===== src/rtl/add_pkg.sv =====
// Shared definitions for the adder result stage.
//   WIDTH_DEFAULT   default adder operand/sum width
//   payload_width() payload size for a given sum width: {sum, cout, zero, neg, ovf}
//   PAYLOAD_W       payload size at the default width
//   *_BIT / SUM_LSB bit positions of each field inside the payload word
//   occ_e           skid buffer occupancy encoding
package add_pkg;

  localparam int WIDTH_DEFAULT = 4;

  function automatic int payload_width(input int w);
    return w + 4;
  endfunction

  localparam int PAYLOAD_W = payload_width(WIDTH_DEFAULT);

  // Flags sit in the low bits so their offsets do not depend on WIDTH;
  // the sum occupies [SUM_LSB +: WIDTH].
  localparam int OVF_BIT  = 0;
  localparam int NEG_BIT  = 1;
  localparam int ZERO_BIT = 2;
  localparam int COUT_BIT = 3;
  localparam int SUM_LSB  = 4;

  typedef enum logic [1:0] {
    OCC_EMPTY = 2'd0,  // nothing held
    OCC_HALF  = 2'd1,  // main register only
    OCC_FULL  = 2'd2   // main register and skid register
  } occ_e;

endpackage


===== src/rtl/result_skid_buf.sv =====
// Generic 2-entry valid/ready skid buffer.
//   clk, reset          clock, synchronous active-high reset
//   in_valid_i/in_ready_o/in_data_i     upstream handshake and data
//   out_valid_o/out_ready_i/out_data_o  downstream handshake and data
// out_data_o comes straight from the main register. in_ready_o is decoded
// from the occupancy flop only, so there is no combinational path from
// out_ready_i to in_ready_o.
module result_skid_buf
  import add_pkg::*;
#(
  parameter int DATA_W = 8
) (
  input  logic              clk,
  input  logic              reset,
  input  logic              in_valid_i,
  output logic              in_ready_o,
  input  logic [DATA_W-1:0] in_data_i,
  output logic              out_valid_o,
  input  logic              out_ready_i,
  output logic [DATA_W-1:0] out_data_o
);

  occ_e              occ_q, occ_d;
  logic [DATA_W-1:0] main_q, main_d;
  logic [DATA_W-1:0] skid_q, skid_d;
  logic              push, pop;

  assign in_ready_o  = (occ_q != OCC_FULL);
  assign out_valid_o = (occ_q != OCC_EMPTY);
  assign out_data_o  = main_q;

  assign push = in_valid_i & in_ready_o;
  assign pop  = out_valid_o & out_ready_i;

  always_comb begin
    // NOTE: every signal gets a default before the case so no path leaves
    // it unassigned; otherwise synthesis infers a latch.
    occ_d  = occ_q;
    main_d = main_q;
    skid_d = skid_q;
    unique case (occ_q)
      OCC_EMPTY: begin
        if (push) begin
          occ_d  = OCC_HALF;
          main_d = in_data_i;
        end
      end
      OCC_HALF: begin
        if (push && !pop) begin
          // Consumer stalled: park the new item behind the main register.
          occ_d  = OCC_FULL;
          skid_d = in_data_i;
        end else if (pop && !push) begin
          occ_d = OCC_EMPTY;
        end else if (push && pop) begin
          main_d = in_data_i;
        end
      end
      OCC_FULL: begin
        // in_ready_o is low here, so a push cannot coincide with the pop.
        if (pop) begin
          occ_d  = OCC_HALF;
          main_d = skid_q;
        end
      end
      default: occ_d = OCC_EMPTY;
    endcase
  end

  always_ff @(posedge clk) begin
    // NOTE: sequential state uses non-blocking assignments so every flop
    // samples the pre-edge values, independent of statement order.
    if (reset) begin
      occ_q  <= OCC_EMPTY;
      // NOTE: the data registers are reset too because they drive out_*
      // directly and must read zero after reset.
      main_q <= '0;
      skid_q <= '0;
    end else begin
      occ_q  <= occ_d;
      main_q <= main_d;
      skid_q <= skid_d;
    end
  end

endmodule


===== src/rtl/add_result_stage.sv =====
// Registered output stage downstream of a WIDTH-bit full adder.
//   clk, reset                      clock, synchronous active-high reset
//   in_valid/in_ready               upstream handshake
//   in_sum, in_cout                 adder sum and carry out
//   in_a_msb, in_b_msb              operand MSBs for signed overflow
//   out_valid/out_ready             downstream handshake
//   out_sum, out_cout               registered result
//   out_zero, out_neg, out_ovf      registered flags
//   out_count                       delivered results since reset (wraps)
// Flags are derived at the input and travel with the payload through the
// skid buffer, so they always match the sum they describe.
module add_result_stage
  import add_pkg::*;
#(
  parameter int WIDTH = WIDTH_DEFAULT,
  parameter int CNT_W = 8
) (
  input  logic             clk,
  input  logic             reset,
  input  logic             in_valid,
  output logic             in_ready,
  input  logic [WIDTH-1:0] in_sum,
  input  logic             in_cout,
  input  logic             in_a_msb,
  input  logic             in_b_msb,
  output logic             out_valid,
  input  logic             out_ready,
  output logic [WIDTH-1:0] out_sum,
  output logic             out_cout,
  output logic             out_zero,
  output logic             out_neg,
  output logic             out_ovf,
  output logic [CNT_W-1:0] out_count
);

  localparam int PW = payload_width(WIDTH);

  logic [PW-1:0]    in_payload, out_payload;
  logic             in_zero, in_neg, in_ovf;
  logic [CNT_W-1:0] count_q, count_d;

  // Zero ignores the carry: 1111+0001 yields zero with cout=1.
  assign in_zero = (in_sum == '0);
  assign in_neg  = in_sum[WIDTH-1];
  // Signed overflow: operands agree in sign but the sum does not.
  assign in_ovf  = (in_a_msb == in_b_msb) && (in_sum[WIDTH-1] != in_a_msb);

  always_comb begin
    in_payload                     = '0;
    in_payload[SUM_LSB +: WIDTH]   = in_sum;
    in_payload[COUT_BIT]           = in_cout;
    in_payload[ZERO_BIT]           = in_zero;
    in_payload[NEG_BIT]            = in_neg;
    in_payload[OVF_BIT]            = in_ovf;
  end

  result_skid_buf #(
    .DATA_W (PW)
  ) u_skid (
    .clk         (clk),
    .reset       (reset),
    .in_valid_i  (in_valid),
    .in_ready_o  (in_ready),
    .in_data_i   (in_payload),
    .out_valid_o (out_valid),
    .out_ready_i (out_ready),
    .out_data_o  (out_payload)
  );

  assign out_sum  = out_payload[SUM_LSB +: WIDTH];
  assign out_cout = out_payload[COUT_BIT];
  assign out_zero = out_payload[ZERO_BIT];
  assign out_neg  = out_payload[NEG_BIT];
  assign out_ovf  = out_payload[OVF_BIT];

  // Wraps silently at 2^CNT_W.
  assign count_d = (out_valid && out_ready) ? count_q + 1'b1 : count_q;

  always_ff @(posedge clk) begin
    if (reset) count_q <= '0;
    else       count_q <= count_d;
  end

  assign out_count = count_q;

endmodule


===== config.mk =====
export PLATFORM = sky130hd
export DESIGN_NAME = add_result_stage
export DESIGN_NICKNAME = d
export VERILOG_FILES = /design/src/rtl/add_pkg.sv /design/src/rtl/result_skid_buf.sv /design/src/rtl/add_result_stage.sv
export SDC_FILE = /design/constraint.sdc
export NUM_CORES = 1
export LEC_CHECK = 0
export ABC_AREA = 1
export BUFFER_PORTS_ARGS = -buffer_cell sky130_fd_sc_hd__buf_2
export CORE_ASPECT_RATIO = 1.1
export CORE_MARGIN = 5
export CORE_UTILIZATION = 30
export CTS_CLUSTER_SIZE = 25
export DETAILED_ROUTE_END_ITERATION = 12
export PLACE_DENSITY = 0.61
export SETUP_SLACK_MARGIN = 0.2
export SKIP_CTS_REPAIR_TIMING = 1
export SLEW_MARGIN = 0
export SYNTH_ARGS = -nofsm -noshare
export SYNTH_HDL_FRONTEND = slang
export SYNTH_HIERARCHICAL = 1
export SYNTH_SLANG_ARGS = --single-unit

===== constraint.sdc =====
create_clock -name clk -period 2 [get_ports clk]
set_clock_uncertainty 0.1 [all_clocks]
set_input_delay 0.4 -clock clk [delete_from_list [all_inputs] [get_ports clk]]
set_output_delay 0.4 -clock clk [all_outputs]
set_load 0.01 [all_outputs]

==> flow_metrics.py <==
metrics = {
    "detailed_routing": {
        "wirelength_um": 3210,
        "via_per_inst": 4.57,
        "route.vias.total": 1354,
        "drt.antenna.violating_nets": 0,
        "drt_pass1_iterations": 4,
        "avgRoutedWirePerCell_um": 10.8,
        "remaining_drc_errors": 0,
        "drt_first_iter_violations": 105,
    },
    "critical_path": {
        "critPathLaunch": "u_skid/occ_q[1]",
        "cpMaxStageDelayCell": "sky130_fd_sc_hd__dfxtp_4",
        "critPathArrivalTime_ns": 1.79,
        "critical_path_class": "reg -> reg",
        "cp.buffers_inverters": 2,
        "cpMostUsedCell": "sky130_fd_sc_hd__nand2_1",
        "cpLargestDelayFamily": "simple AND/OR/NAND/NOR gates",
        "worst-endpoint-required_ns": 2.07,
        "crit_path_cells": "buf_4 -> nand2_4 -> nand2_1 -> inv_1 -> ha_2 -> nor2_2 -> nand3_2 -> nand2_2 -> nand3_1 -> nand2_1 -> nor2_1",
        "ff2ff_setup_slack_ns": 0.28,
        "worstPathMaxFanout": 8,
        "startpoint_type": "flop",
        "rr_startpoint": "u_skid/occ_q[1]",
        "worst_path_largest_cell_delay_ns": 0.38,
        "crit_path_end_kind": "flop",
    },
    "worst_hold_path": {
        "holdCritPathClass": "in -> reg",
        "min_from": "in_cout",
    },
    "synth": {
        "syn_nets": 220,
        "synthesis.yosys.warnings": 6,
        "syn_inst": 205,
        "syn-mean-instance-area_sq_um": 6.62,
        "synthDistinctLibCells": 21,
        "synth_area_sq_mm": 0.00136,
        "synth.yosys.seq_area_share_pct": 38.3,
        "postSynthRegisterBits": 26,
    },
    "layout": {
        "antenna_cells_inserted": 0,
        "mostFrequentLayoutCells": "sky130_fd_sc_hd__nand2_1, sky130_fd_sc_hd__inv_1, sky130_fd_sc_hd__buf_2",
        "finalCoreUtilization_pct": 39.3,
        "post_synthesis_to_final_layout_area_growth_pct": 25.8,
        "drive_gt1_share_pct": 24.8,
        "most_common_library_cell_in_the_layout_ignoring_fill_and_taps": "sky130_fd_sc_hd__nand2_1",
        "nFillCells": 470,
        "layout.nets": 258,
        "multi_input_comb_area_sq_um": 724,
        "area_taken_by_flip_flops_and_latches_sq_um": 528,
    },
    "pwr": {
        "power_frac_seq_pct": 45.3,
        "p_switching_uw": 352,
        "pwr_density_cell_mw_per_mm2": 746,
        "share_clk_of_total_power_pct": 34.3,
        "power.share.switching_pct": 27.6,
        "max-vdd-ir-drop_mv": 0.258,
        "cell_internal_power_dissipation_uw": 922,
        "power_frac_comb_pct": 20.4,
        "power.static_leakage_uw": 0.000857,
    },
    "placed_design": {
        "final_estimated_routing_congestion_in_global_placement": 0.760,
        "io_buffers": 28,
        "dpl.hpwl_um": 2290,
        "pre_cts_worst_setup_slack_ns": 0.0788,
    },
    "timing": {
        "report.final.hold_viol_count": 0,
        "finalSetupTns_ns": 0,
        "worstMarginPinSlew_ns": 0.364,
        "slew_viol_final": 0,
        "fin_crit_sh_pct": 86.1,
        "fmax_mhz": 580,
        "final_critical_path_setup_slack_ns": 0.277,
        "final-setup-viol-count": 0,
        "grt_setup_unrepaired": "no",
        "post-route-min-period_ns": 1.72,
        "timing.slew.headroom_pct": 75.5,
    },
    "clock_tree": {
        "clockBufferDepth": 2,
        "numCtsBuffers": 3,
        "cts-root-buf": "sky130_fd_sc_hd__clkbuf_8",
        "clock_sinks": 26,
        "clk_pin_slew_worst_paths_ns": 0.09,
        "ctsHtreeMaxLevel": 1,
        "clock_latency_reported_for_the_late_side_of_the_worst_skew_pair_ns": 0.27,
        "tritoncts": "done",
    },
    "die": {
        "start_util_pct": 31.2,
        "ports": 29,
        "die_x_um": 74.1,
        "num_rows": 25,
        "coreArea_sq_mm": 0.00435,
        "die_h_um": 80.6,
        "design.die.area_sq_mm": 0.00597,
    },
    "global_route": {
        "maximum_number_of_pins_on_one_net_before_global_route_repair": 17,
        "grt_pass1_wl_um": 5320,
        "initial_antenna_violation_count": 0,
        "gr-total-overflow": 0,
        "grt_usage_pct": 11.3,
        "vias_in_the_first_global_route": 1183,
    },
    "outcome": {
        "result_of_the_run": "finished, final reports clean",
    },
    "flow_run": {
        "drv.max_cap_violation_count": 0,
    },
}
per-layer routing:
metal | routed length, um | GRT usage (%)
met5 | 0 | 0
met4 | 40 | 4.89
met3 | 144 | 1.50
met2 | 1490 | 17.0
met1 | 1540 | 15.9
cells in the mapped netlist:
cell                       number  area, sq um
sky130_fd_sc_hd__o21ai_0        1         5.00
sky130_fd_sc_hd__buf_4          2         15.0
sky130_fd_sc_hd__nor2_4         2         22.5
sky130_fd_sc_hd__o21a_1         1         7.51
sky130_fd_sc_hd__nand3_2        3         30.0
sky130_fd_sc_hd__a211oi_1       1         7.51
sky130_fd_sc_hd__nand4_1        1         6.26
sky130_fd_sc_hd__clkinv_1       1         3.75
sky130_fd_sc_hd__nand3_1       23          115
sky130_fd_sc_hd__buf_6          1         11.3
sky130_fd_sc_hd__dfxtp_1       26          521
sky130_fd_sc_hd__nor4_1         1         6.26
sky130_fd_sc_hd__nand2_2        3         18.8
sky130_fd_sc_hd__clkbuf_1       1         3.75
sky130_fd_sc_hd__inv_1         28          105
sky130_fd_sc_hd__ha_1           4         50.1
sky130_fd_sc_hd__a21oi_2        1         8.76
sky130_fd_sc_hd__nand2_1       59          221
sky130_fd_sc_hd__a21oi_1       21          105
sky130_fd_sc_hd__nor2_1        23         86.3
sky130_fd_sc_hd__inv_2          2         7.51
final cells by class:
cell class	count	area share, %
clock buffer	3	2.42
clock inverter	1	1.76
inverter	31	6.81
multi-input combinational	145	42.4
sequential	26	30.9
tap	54	3.96
timing repair buffer	36	11.7
power by group through the flow:
stage	Sequential (uW)	Clock, uW	Combinational, uW
2_1_floorplan	598	0	156
3_5_place_dp	590	0	244
6_report	578	437	260
4_1_cts	578	458	245
5_1_grt	584	475	297
3_3_place_gp	590	0	240
registers in the layout, summed over array words and instances, names as in the netlist:
register / flops
u_skid/skid_q: 8
u_skid/out_data_o: 8
u_skid/occ_q: 2
out_count: 8
worst reg2reg max path, delay by kind of cell, from the launching register on:
| kind | cells | cell delay, ns |
|---|---|---|
| flip-flops | 1 | 0.38 |
| AND/OR/NAND/NOR | 8 | 0.77 |
| adder cells (fa/ha/maj) | 1 | 0.20 |
| buffers and inverters | 2 | 0.19 |
cells by family after synthesis:
logic type / after synthesis / share of synthesized area, %
adders and majority gates: 4 / 3.69
and+or+nand+nor: 115 / 37.3
AOI/OAI and AO/OA: 25 / 9.86
DFF: 26 / 38.3
buffers and inverters: 35 / 10.8
worst paths after layout:
kind / to / cells past startpoint
worst min register to register: u_skid/skid_q[0] / 2
worst max-delay path: u_skid/out_data_o[6] / 11
worst max register to register: u_skid/out_data_o[6] / 11
worst min-delay path: u_skid/skid_q[3] / 3
metrics by stage:
stage | area (sq um) | hold WS, ns | std cells | total power, uW
final | 1710 | 0.283 | 296 | 1270
after global routing | 1710 | 0.288 | 296 | 1360
after CTS | 1650 | 0.275 | 292 | 1280
after detailed placement | 1580 | 0.355 | 288 | 834
after global placement | 1580 | 0.352 | 288 | 830
after floorplan | 1370 | 0.346 | 205 | 754
No activity file was read; power rests on OpenSTA's default activity.
